`config.mk`:
```
export PLATFORM = sky130hd
export DESIGN_NAME = cla_adder_rr_arbiter
export DESIGN_NICKNAME = d
export VERILOG_FILES = /design/src/rtl/cla_adder_rr_arbiter.sv
export SDC_FILE = /design/constraint.sdc
export NUM_CORES = 1
export LEC_CHECK = 0
export ABC_AREA = 1
export BUFFER_PORTS_ARGS = -buffer_cell sky130_fd_sc_hd__buf_4
export CORE_UTILIZATION = 45
export CTS_BUF_LIST = sky130_fd_sc_hd__clkbuf_4 sky130_fd_sc_hd__clkbuf_8
export CTS_CLUSTER_DIAMETER = 150
export DETAILED_ROUTE_END_ITERATION = 12
export PLACE_DENSITY = 0.8
export REMOVE_ABC_BUFFERS = 1
export SKIP_CTS_REPAIR_TIMING = 1
export SYNTH_ARGS = -nofsm -noshare
export SYNTH_HDL_FRONTEND = slang
export SYNTH_SLANG_ARGS = --single-unit
```
`constraint.sdc`:
```
create_clock -name clk -period 12.28 [get_ports clk]
set_input_delay 1.842 -clock clk [delete_from_list [all_inputs] [get_ports clk]]
set_output_delay 1.842 -clock clk [all_outputs]
set_load 0.1 [all_outputs]
```
`src/rtl/cla_adder_rr_arbiter.sv`:
```
// Round-robin arbiter sharing one 16-bit carry look-ahead adder
// among NREQ requesters; the result is registered with the winner ID.
//
// Ports:
//   clk, rst          clock, async active-high reset
//   req_valid/ready   per-requester handshake (ready is one-hot grant)
//   req_a/req_b       packed 16-bit operands, requester i at [16*i+:16]
//   req_cin           per-requester carry-in
//   res_valid/ready   response handshake
//   res_sum/cout/id   registered sum, carry-out, owner index

module carry_look_ahead_16bit (
  input  logic [15:0] a,
  input  logic [15:0] b,
  input  logic        cin,
  output logic [15:0] sum,
  output logic        cout
);

  logic [15:0] p;
  logic [15:0] g;
  logic [15:0] ci;
  logic [3:0]  gg;
  logic [3:0]  gp;
  logic [4:0]  cg;

  assign p = a ^ b;
  assign g = a & b;

  // Group carries are fully expanded so no carry depends on another.
  assign cg[0] = cin;
  assign cg[1] = gg[0] | (gp[0] & cin);
  assign cg[2] = gg[1] | (gp[1] & gg[0])
               | (gp[1] & gp[0] & cin);
  assign cg[3] = gg[2] | (gp[2] & gg[1])
               | (gp[2] & gp[1] & gg[0])
               | (gp[2] & gp[1] & gp[0] & cin);
  assign cg[4] = gg[3] | (gp[3] & gg[2])
               | (gp[3] & gp[2] & gg[1])
               | (gp[3] & gp[2] & gp[1] & gg[0])
               | (gp[3] & gp[2] & gp[1] & gp[0] & cin);

  for (genvar j = 0; j < 4; j++) begin : g_grp
    localparam int B = 4 * j;
    assign gg[j] = g[B+3]
                 | (p[B+3] & g[B+2])
                 | (p[B+3] & p[B+2] & g[B+1])
                 | (p[B+3] & p[B+2] & p[B+1] & g[B]);
    assign gp[j] = &p[B+3:B];
    assign ci[B]   = cg[j];
    assign ci[B+1] = g[B] | (p[B] & cg[j]);
    assign ci[B+2] = g[B+1] | (p[B+1] & g[B])
                   | (p[B+1] & p[B] & cg[j]);
    assign ci[B+3] = g[B+2] | (p[B+2] & g[B+1])
                   | (p[B+2] & p[B+1] & g[B])
                   | (p[B+2] & p[B+1] & p[B] & cg[j]);
  end

  assign sum  = p ^ ci;
  assign cout = cg[4];

endmodule

module cla_adder_rr_arbiter #(
  parameter int NREQ = 4,
  parameter int IDW  = 2
) (
  input  logic               clk,
  input  logic               rst,
  input  logic [NREQ-1:0]    req_valid,
  input  logic [NREQ*16-1:0] req_a,
  input  logic [NREQ*16-1:0] req_b,
  input  logic [NREQ-1:0]    req_cin,
  output logic [NREQ-1:0]    req_ready,
  output logic               res_valid,
  input  logic               res_ready,
  output logic [15:0]        res_sum,
  output logic               res_cout,
  output logic [IDW-1:0]     res_id
);

  logic [IDW-1:0]  rr_ptr;
  logic [IDW-1:0]  gidx;
  logic [IDW-1:0]  nxt_ptr;
  logic [NREQ-1:0] grant;
  logic            found;
  logic            can_accept;
  logic [15:0]     add_a;
  logic [15:0]     add_b;
  logic            add_cin;
  logic [15:0]     add_sum;
  logic            add_cout;
  int              idx;

  assign can_accept = !res_valid || res_ready;

  // Search from rr_ptr upward, wrapping at NREQ.
  always_comb begin
    grant = '0;
    gidx  = '0;
    found = 1'b0;
    idx   = 0;
    if (can_accept) begin
      for (int k = 0; k < NREQ; k++) begin
        idx = int'(rr_ptr) + k;
        if (idx >= NREQ) idx = idx - NREQ;
        if (!found && req_valid[idx]) begin
          found      = 1'b1;
          grant[idx] = 1'b1;
          gidx       = IDW'(idx);
        end
      end
    end
  end

  assign req_ready = rst ? '0 : grant;

  assign add_a   = req_a[16*gidx +: 16];
  assign add_b   = req_b[16*gidx +: 16];
  assign add_cin = req_cin[gidx];

  carry_look_ahead_16bit u_cla (
    .a    (add_a),
    .b    (add_b),
    .cin  (add_cin),
    .sum  (add_sum),
    .cout (add_cout)
  );

  assign nxt_ptr = (gidx == IDW'(NREQ - 1)) ? '0
                 : gidx + 1'b1;

  always_ff @(posedge clk or posedge rst) begin
    if (rst) begin
      res_valid <= 1'b0;
      res_sum   <= '0;
      res_cout  <= 1'b0;
      res_id    <= '0;
      rr_ptr    <= '0;
    end else if (found) begin
      res_valid <= 1'b1;
      res_sum   <= add_sum;
      res_cout  <= add_cout;
      res_id    <= gidx;
      rr_ptr    <= nxt_ptr;
    end else if (res_valid && res_ready) begin
      res_valid <= 1'b0;
    end
  end

endmodule

```
; ---- Yosys cells after proc, flatten, opt, wreduce, memory -nomap -nowiden
; Index checks and enable logic that the tools add are counted.
; W data, S select, Z words.
[word_totals]
ff_bits = 22
input_bits = 139
wordCells = 226
[op_classes]
n_addsub = 8
order_cmp = 13
eq_ne = 1
shift = 2
mux = 55
bitwise = 124
n_reduce_logical = 18
[ops]
columns = operator, n
row1 = $mux W32, 8
row2 = $ge A32 B1 Y1 const B, 4
row3 = $lt A32 B4 Y1 const B, 4
row4 = $shiftx A64 B7 Y16, 2
row5 = $and A1 B1 Y1, 72
row6 = $or A1 B1 Y1, 46
row7 = $mux W4, 9
row8 = $xor A16 B16 Y16, 2
row9 = $mux W1, 23
row10 = $and A16 B16 Y16, 1
row11 = $reduce_and A4 Y1, 4
row12 = $mux W2, 6
row13 = $or A4 B4 Y4, 3
row14 = $sub A3 B3 Y4 const B, 3
row15 = $bmux W1 S2, 5
row16 = $ge A3 B3 Y1 const B, 3
row17 = $demux W1 S2, 4
row18 = $logic_and A1 B1 Y1, 8
row19 = $add A2 B2 Y3 const B, 2
row20 = $logic_not A1 Y1, 4
row21 = $sub A2 B3 Y4 const B, 1
row22 = $add A2 B1 Y3 const B, 1
row23 = $ge A2 B3 Y1 const B, 1
row24 = $lt A2 B3 Y1 const B, 1
row25 = other kinds (4), 4

; ---- Depth between registers and ports, before layout
; Gate-level depths: netlist of run 1.
[depth]
word_depth = 33
mapped_depth = 32

; ---- Cells and area by module
; From an unflattened synthesis of run 1, not the netlist that was laid out.
[hier_totals]
cells_unflattened = 656
area_unflattened_um2 = 3711.1
[modules_own_cells]
columns = mod, instances, cells_per_inst, area_each_um2
row1 = cla_adder_rr_arbiter, 1, 538, 2961.6
row2 = carry_look_ahead_16bit, 1, 118, 749.5

; ---- Worst setup path after synthesis of run 1
; Ideal clock, no wire load.
[synth_timing]
kind = input port to flip-flop
start = input req_valid[1]
end = register res_sum[12]
setup_time_ns = 0.083
arrival_ns = 5.050
required_time_ns = 12.197
slack_ns = 7.148
path_stages = 28
n_path_buf = 2
path_cell_list = inv_1 nand2_1 nand3_2 nand2_4 inv_4 nand4_2 nand2_2 inv_2 nand2_4 inv_2 buf_4 buf_2 o21ai_0 o22ai_1 ha_1 a21oi_1 inv_1 a21oi_2 nor2_1 nor2_1 nor2_1 nor3_2 nor2_1 nor2_1 nand2_2 inv_2 fa_1 o21ai_0
[synth_via]
elab_chain_len = 28
word_cells_on_any_way = 73
cone_classes = shift: 2 / mux: 27 / bitwise: 35 / reduce/logical: 9
[synth_rtl]
columns = element, line
row1 = start: declaration, 70  ; input logic [NREQ-1:0] req_valid,
row2 = $bmux W1 S2, 107  ; if (!found && req_valid[idx]) begin
row3 = $mux W1 (implied by the code) (2 in a row), 107
row4 = $mux W1, 107
row5 = $mux W1, 103  ; if (can_accept) begin
row6 = $logic_not A1 Y1, 107
row7 = $logic_and A1 B1 Y1, 107
row8 = $mux W1, 107
row9 = $mux W1, 103
row10 = [... 11 more ...], -
row11 = "$or A1 B1 Y1, or another cell as far along", 46  ; | (p[B+3] & g[B+2])
row12 = $or A1 B1 Y1 / $and A1 B1 Y1 (equally long branches), "47, 48"
row13 = $or A1 B1 Y1, 48  ; | (p[B+3] & p[B+2] & p[B+1] & g[B]);
row14 = $and A1 B1 Y1, 35  ; assign cg[3] = gg[2] | (gp[2] & gg[1])
row15 = $or A1 B1 Y1, 35
row16 = $or A1 B1 Y1, 36  ; | (gp[2] & gp[1] & gg[0])
row17 = $or A1 B1 Y1, 37  ; | (gp[2] & gp[1] & gp[0] & cin);
row18 = $xor A16 B16 Y16, 59  ; assign sum = p ^ ci;
row19 = end signal: assignment, 142  ; res_sum <= add_sum;
row20 = end: declaration, 77  ; output logic [15:0] res_sum,
; Parallel ways exist; a longest one is shown, timed or not. The select of a mux whose other input is x is not followed.
; A chain may end at the register's enable or synchronous reset.

; ---- Final worst setup path of run 1
; Ends and elaborated chain as after synthesis.

==> flow_summary.yaml, run 1 <==
yosys:
  yosys.area.top_type: "dfrtp_1"
  synth.most_common_cell: "nor2_1"
  synth_top_area_share_pct: 17.49
  async_flop_share_pct: 100.0
  synth-edff-count: 0
  ys_warn_count: 0
  ys_ff_latch: 22
  synth_cells: 492
  synth_ff_type: "dfrtp_1"
  synth_area_leaders: "dfrtp_1 (17%), nor2_1 (11%), o21ai_0 (10%)"
  ys_types: 41
  synth_common_cells: "nor2_1 (93), nand2_1 (82), o21ai_0 (64)"
  synth.avg_cell_area_um2: 6.398
  synth_area_um2: 3148
  yosysSeqAreaShare_pct: 17.49
critical_path:
  path_common_cell: "nor2_1"
  start_kind: "input pin"
  critPathSlowestCell: "inv_2"
  critPathTopFamily: "simple AND/OR/NAND/NOR gates"
  crit_type: "input pin to register"
  path_max_fanout: 68
  cp.required_ns: 12.46
  r2r_start: "rr_ptr[0]"
  endpoint_kind: "register"
  crit_buf_inv: 7
  r2r_slack_ns: 6.17
  critPathMaxStageDelay_ns: 0.53
  cp.arrival_ns: 6.92
  startpoint: "req_valid[1]"
finish:
  drive_above_1_share_pct: 33.81
  finish.net_count: 798
  final_core_util_pct: 65.19
  syn_to_final_growth_pct: 40.70
  antennaDiodeCount: 0
floorplanning:
  num_io_pins: 163
  fp-row-count: 30
  die_w_um: 85.64
  start_util_pct: 46.34
  die_area_um2: 7334
  dieHeight_um: 85.64
  fp.coreArea_um2: 6794
drt:
  dr.pass1.iters: 5
  post-route-drc-count: 0
  wl_mm: 8.992
  drt_first_iter_violations: 149
  vias: 3723
  wl_per_cell_um: 12.33
  drtAntennaViolNets: 0
  viasPerCell: 5.107
grt:
  antenna_found_initial: 0
  grt_max_degree: 69
  overflow: 0
  grt_first_pass_wirelength_mm: 14.92
  grtUsageMet2_pct: 46.55
  grt_pass1_vias: 3596
  gr-usage-met1_pct: 27.61
  grtUsageMet3_pct: 3.946
  groute.usage.overall_pct: 24.52
  grt-busiest-layer: "met2"
timing:
  finalSetupViolCount: 0
  fin_ws_ns: 5.549
  finalHoldViolCount: 0
  timing.fmax_mhz: 148.6
  tightest_slew_ns: 0.8911
  grt_setup_unrepaired: "false"
  hold_ws_ns: 0.4920
  setup_tns_ns: 0
  slew_headroom_pct: 40.53
  min_period_ns: 6.731
  fin_crit_sh_pct: 54.82
  fin_skew_ns: 0.007052
  final_max_slew_viol_count: 0
worst_hold_path:
  hold_class: "register to register"
  hold_start: "res_sum[4]"
placement:
  gp_congestion: 0.8512
  portBuffers: 162
  pre_cts_slack_ns: 5.213
  dp_hpwl_mm: 7.052
status:
  status: "completed"
clocking:
  clk_pin_slew_ns: 0.09
  ctsRootBufferMaster: "clkbuf_8"
  cts_tree: "built"
  h-tree-depth: 1
  clk_latency_ns: 0.27
  cts.sinks: 22
  numCtsBuffers: 3
  clk_path_buf_depth: 2
job:
  drv_cap: 0
[cell usage in the layout (no fill, tap or decap), types with 4 or more instances in the layout]
| cell type | Yosys | layout |
|---|---|---|
| buf_4 | 1 | 162 |
| nor2_1 | 93 | 93 |
| nand2_1 | 82 | 82 |
| o21ai_0 | 64 | 64 |
| inv_1 | 47 | 47 |
| o22ai_1 | 29 | 29 |
| nand3_1 | 24 | 24 |
| dfrtp_1 | 22 | 22 |
| ha_1 | 21 | 21 |
| nand2_2 | 16 | 16 |
| a21oi_1 | 12 | 12 |
| nand3_2 | 6 | 6 |
| nand2_4 | 4 | 4 |
| nand3_4 | 4 | 4 |
| inv_2 | 4 | 4 |
| nor3_1 | 4 | 4 |
| fa_1 | 4 | 4 |
[state kept, by name, indices dropped and copies added (netlist names)]
signal / cells
res_id: 2
res_valid: 1
rr_ptr: 2
res_cout: 1
res_sum: 16
[per-layer routing]
metal / routed length (µm) / up-vias / share of wire [%]
met1: 3653 / 1677 / 41
li1: - / 1916 / -
met4: 182 / 0 / 2.0
met2: 4679 / 113 / 52
met3: 476 / 17 / 5.3
met5: 0 / - / 0
[through the flow]
| stage | instance area (µm²) | cells |
|---|---|---|
| 5_1_grt | 4429 | 729 |
| 4_1_cts | 4429 | 729 |
| 2_1_floorplan | 3022 | 467 |
| 3_3_place_gp | 4358 | 725 |
| 3_5_place_dp | 4358 | 725 |
| 6_report | 4429 | 729 |
[path summary, 6_finish.rpt]
kind,endpoint,depth (start not counted)
setup / recovery,res_sum[12],27
setup reg to reg,res_sum[12],26
hold reg to reg,res_sum[4],2
hold / removal,res_sum[4],2
max in group asynchronous,res_sum[11],2
min in group asynchronous,rr_ptr[1],2
[final cells by class]
class	instances	area, µm²
fill	593	2365
multi-input combinational	391	2256
timing repair buffer	162	1216
sequential	22	550.5
inverter	54	215.2
tap	96	120.1
clock buffer	3	41.29
clock inverter	1	30.03
[kinds of logic (layout without fill, tap and decap cells)]
| group | Yosys count | count (layout) | share of synthesized area, % |
|---|---|---|---|
| simple gates | 243 | 243 | 37.24 |
| compound gates | 118 | 118 | 22.14 |
| buf+inv | 79 | 220 | 10.85 |
| fa+ha+maj | 25 | 25 | 10.89 |
| flops | 22 | 22 | 17.49 |
| xor+xnor | 5 | 5 | 1.391 |
[tightest hold or removal path, stage by stage (launching register included)]
cell and delay, ns:
dfrtp_1 0.36, nand2_1 0.05, nand2_1 0.05
Power of run 1 is left out: the tool's default activity adds up to more than one toggle a clock period on the data nets, which glitch-free logic cannot reach.
==> run 2: changes to the inputs <==
Clock period 12.28 ns to 6.5 ns, I/O delays scaled along.
==> run 2 against run 1 <==
Against the previous run: non-clock buffer count increased by 2; hold slack improved by 0.0034 ns; final cell count increased by 0.27%; first-iteration DRC count decreased by 6.7%.
==> flow_summary.yaml, run 2 (synthesized netlist as in run 1, its figures left out) <==
critical_path:
  crit_type: "register to register"
  critPathTopFamily: "buffers and inverters"
  r2r_start: "rr_ptr[0]"
  start_kind: "register"
  cp.required_ns: 6.70
  path_max_fanout: 65
  critPathMaxStageDelay_ns: 0.65
  critPathSlowestCell: "dfrtp_1"
  path_common_cell: "nor2_1"
  crit_buf_inv: 7
  endpoint_kind: "register"
  startpoint: "rr_ptr[0]"
  cp.arrival_ns: 5.65
timing:
  final_max_slew_viol_count: 0
  hold_ws_ns: 0.4954
  setup_tns_ns: 0
  tightest_slew_ns: 0.8509
  grt_setup_unrepaired: "false"
  finalSetupViolCount: 0
  slew_headroom_pct: 43.21
  fin_ws_ns: 1.051
  timing.fmax_mhz: 183.5
  finalHoldViolCount: 0
  fin_crit_sh_pct: 83.82
  fin_skew_ns: 0.007363
  min_period_ns: 5.449
placement:
  portBuffers: 162
  dp_hpwl_mm: 7.095
  placed_cell_area_um2: 4373
  gp_congestion: 0.8468
  pre_cts_slack_ns: 1.046
finish:
  finish.net_count: 800
  layout_common_cells: "buf_4 (164), nor2_1 (93), nand2_1 (82), o21ai_0 (64), inv_1 (47)"
  antennaDiodeCount: 0
  largest_reg_flops: 16
  syn_to_final_growth_pct: 41.18
  drive_above_1_share_pct: 34.02
  layout_commonest_cell: "buf_4"
  final_area_um2: 4444
  reg_top3: "res_sum x16, res_id x2, rr_ptr x2"
  largest-register: "res_sum"
floorplanning:
  die_w_um: 85.64
  fp.coreArea_um2: 6794
  dieHeight_um: 85.64
  fp-row-count: 30
  start_util_pct: 46.34
  num_io_pins: 163
  die_area_um2: 7334
drt:
  wl_mm: 9.129
  drtAntennaViolNets: 0
  drt_first_iter_violations: 139
  dr.pass1.iters: 5
  post-route-drc-count: 0
  vias: 3818
  viasPerCell: 5.223
  wl_per_cell_um: 12.49
job:
  drv_cap: 0
clocking:
  h-tree-depth: 1
  clk_pin_slew_ns: 0.09
  cts_tree: "built"
  numCtsBuffers: 3
  ctsRootBufferMaster: "clkbuf_8"
  cts.sinks: 22
  clk_latency_ns: 0.27
  clk_path_buf_depth: 2
status:
  status: "completed"
grt:
  groute.usage.overall_pct: 25.13
  antenna_found_initial: 0
  grt_first_pass_wirelength_mm: 15.16
  overflow: 0
  grt_max_degree: 68
  grt_pass1_vias: 3680
worst_hold_path:
  hold_class: "register to register"
  hold_start: "res_sum[5]"
## run 2: changes by cell type in the layout (fill, tap and decap cells not counted)
cell,change
buf_4,+2
## run 2: stage by stage
step,cells,util (%)
floorplan,467,-
global placement,727,64.36
detailed placement,727,64.36
CTS,731,65.41
global route,731,65.41
finish,731,65.41
## run 2: final cells by class
type,instances,area [µm²]
clock buffer,3,41.29
clock inverter,1,30.03
fill,599,2350
inverter,54,215.2
multi-input combinational,391,2256
sequential,22,550.5
tap,96,120.1
timing repair buffer,164,1231
## run 2: final timing paths
path / to / slack, ns / cells past startpoint
worst max-delay path: res_sum[12] / 1.05 / 27
worst min-delay path: res_sum[5] / 0.50 / 2
worst max register to register: res_sum[12] / 1.05 / 27
worst min register to register: res_sum[5] / 0.50 / 2
max in group asynchronous: res_sum[7] / 5.09 / 2
min in group asynchronous: res_valid / 0.88 / 2
## run 2: tightest hold or removal path: stages, from the launching register on
cell and delay, ns:
dfrtp_1 0.36, nand2_1 0.05, o21ai_0 0.06
## run 2: routing by layer
layer	up-vias	share of wire [%]	global-route usage [%]
li1	1916	-	-
met1	1755	39	28.39
met2	129	53	48.29
met3	18	5.8	3.657
met4	0	2.0	7.879
met5	-	0	0
Power of run 2 is left out for the same reason.
==> run 3: changes to the inputs <==
Clock period 6.5 ns to 5.2 ns, I/O delays scaled along.
==> run 3 against run 2 <==
Against the previous run: register-to-register slack worse by 0.59 ns; count of clock-buffer cells in the layout unchanged; non-clock buffer count up 3; sequential cell count unchanged; die area unchanged; critical path depth down 1; cell area up 1.1%; via count down 0.47%; critical path type unchanged; highest routed layer unchanged.
==> flow_summary.yaml, run 3 (synthesized netlist as in run 1, its figures left out) <==
status:
  status: "completed"
drt:
  wl_mm: 9.691
  dr.pass1.iters: 4
  drt_first_iter_violations: 121
  drtAntennaViolNets: 0
  vias: 3800
  wl_per_cell_um: 13.19
  post-route-drc-count: 0
  viasPerCell: 5.170
grt:
  antenna_found_initial: 0
  grt_first_pass_wirelength_mm: 15.45
  grt_max_degree: 36
  groute.usage.overall_pct: 25.98
  grt_pass1_vias: 3725
  overflow: 0
floorplanning:
  die_area_um2: 7334
  die_w_um: 85.64
  dieHeight_um: 85.64
  fp.coreArea_um2: 6794
  num_io_pins: 163
  fp-row-count: 30
  start_util_pct: 46.34
finish:
  finish.net_count: 804
  multi_input_area_um2: 2276
  final_core_util_pct: 66.15
  antennaDiodeCount: 0
  layout_commonest_cell: "buf_4"
  largest-register: "res_sum"
  syn_to_final_growth_pct: 42.77
  largest_reg_flops: 16
  drive_above_1_share_pct: 34.59
  layout_common_cells: "buf_4 (166), nor2_1 (93), nand2_1 (82), o21ai_0 (64), inv_1 (47)"
  fill_cells: 633
  ff_latch_area_um2: 551.8
  reg_top3: "res_sum x16, res_id x2, rr_ptr x2"
clocking:
  clk_pin_slew_ns: 0.09
  h-tree-depth: 1
  clk_path_buf_depth: 2
  cts.sinks: 22
  cts_tree: "built"
  numCtsBuffers: 3
  ctsRootBufferMaster: "clkbuf_8"
  clk_latency_ns: 0.27
timing:
  fin_skew_ns: 0.006910
  fin_crit_sh_pct: 91.19
  fin_ws_ns: 0.4579
  timing.fmax_mhz: 210.9
  finalHoldViolCount: 0
  slew_headroom_pct: 40.58
  min_period_ns: 4.742
  tightest_slew_ns: 0.8903
  setup_tns_ns: 0
  finalSetupViolCount: 0
  final_max_slew_viol_count: 0
critical_path:
  path_max_fanout: 35
  start_kind: "register"
  startpoint: "rr_ptr[1]"
  cp.arrival_ns: 4.93
  endpoint_kind: "register"
  cp.required_ns: 5.39
  crit_type: "register to register"
  r2r_start: "rr_ptr[1]"
placement:
  pre_cts_slack_ns: 0.2517
  gp_congestion: 0.8505
  dp_hpwl_mm: 7.542
  portBuffers: 162
worst_hold_path:
  hold_class: "register to register"
  hold_start: "res_sum[3]"
job:
  drv_cap: 0
==> run 3: changes by cell type in the layout (fill, tap and decap cells not counted) <==
cell / previous run / this run
buf_4: 164 / 166
buf_6: 0 / 1
dfrtp_1: 22 / 21
dfrtp_2: 0 / 1
inv_2: 4 / 3
inv_4: 2 / 3
nand2_8: 1 / 2
==> run 3: critical path, stage by stage, from the launching register on <==
cell and delay [ns]:
dfrtp_1 0.46, inv_1 0.16, ha_1 0.40, inv_1 0.12, nand2_2 0.10, nand2_4 0.08, nor2_8 0.13, nand3_4 0.11
nand3_4 0.10, nand2_8 0.16, inv_4 0.32, o21ai_0 0.17, o22ai_1 0.18, ha_1 0.31, a21oi_1 0.25, inv_1 0.09
a21oi_2 0.17, nor2_1 0.06, nor2_1 0.14, nor2_1 0.07, nor3_2 0.16, nor2_1 0.06, nor2_1 0.11, nand2_2 0.09
inv_2 0.07, fa_1 0.39, o21ai_0 0.19
==> run 3: path summary, 6_finish.rpt <==
path / end / slack, ns / cells after the start
hold reg to reg: res_sum[3] / 0.49 / 2
hold / removal: res_sum[3] / 0.49 / 2
setup reg to reg: res_sum[12] / 0.46 / 26
setup / recovery: res_sum[12] / 0.46 / 26
min in group asynchronous: res_id[0] / 0.70 / 2
max in group asynchronous: rr_ptr[0] / 3.89 / 2
==> run 3: final cells by class <==
type / count / area share (%)
Clock inverter: 1 / 0.6682
Inverter: 54 / 4.844
Tap cell: 96 / 2.673
Clock buffer: 3 / 0.9187
Timing Repair Buffer: 167 / 27.98
Sequential cell: 22 / 12.28
Multi-Input combinational cell: 392 / 50.64
==> run 3: per-stage QoR <==
| step | cells | area (µm²) | hold slack, ns |
|---|---|---|---|
| global placement | 730 | 4395 | 0.4661 |
| global route | 735 | 4494 | 0.5187 |
| CTS | 734 | 4467 | 0.4943 |
| finish | 735 | 4494 | 0.4886 |
| floorplan | 467 | 3022 | 0.7138 |
| detailed placement | 730 | 4395 | 0.4708 |
==> run 3: layer usage <==
layer | vias to the layer above | wire length [µm] | global-route usage, % | share of wire [%]
met3 | 14 | 682 | 4.812 | 7.0
met1 | 1724 | 3756 | 29.01 | 39
met2 | 133 | 5076 | 48.65 | 52
li1 | 1929 | - | - | -
met4 | 0 | 176 | 10.00 | 1.8
met5 | - | 0 | 0 | 0
Power of run 3 is left out for the same reason.
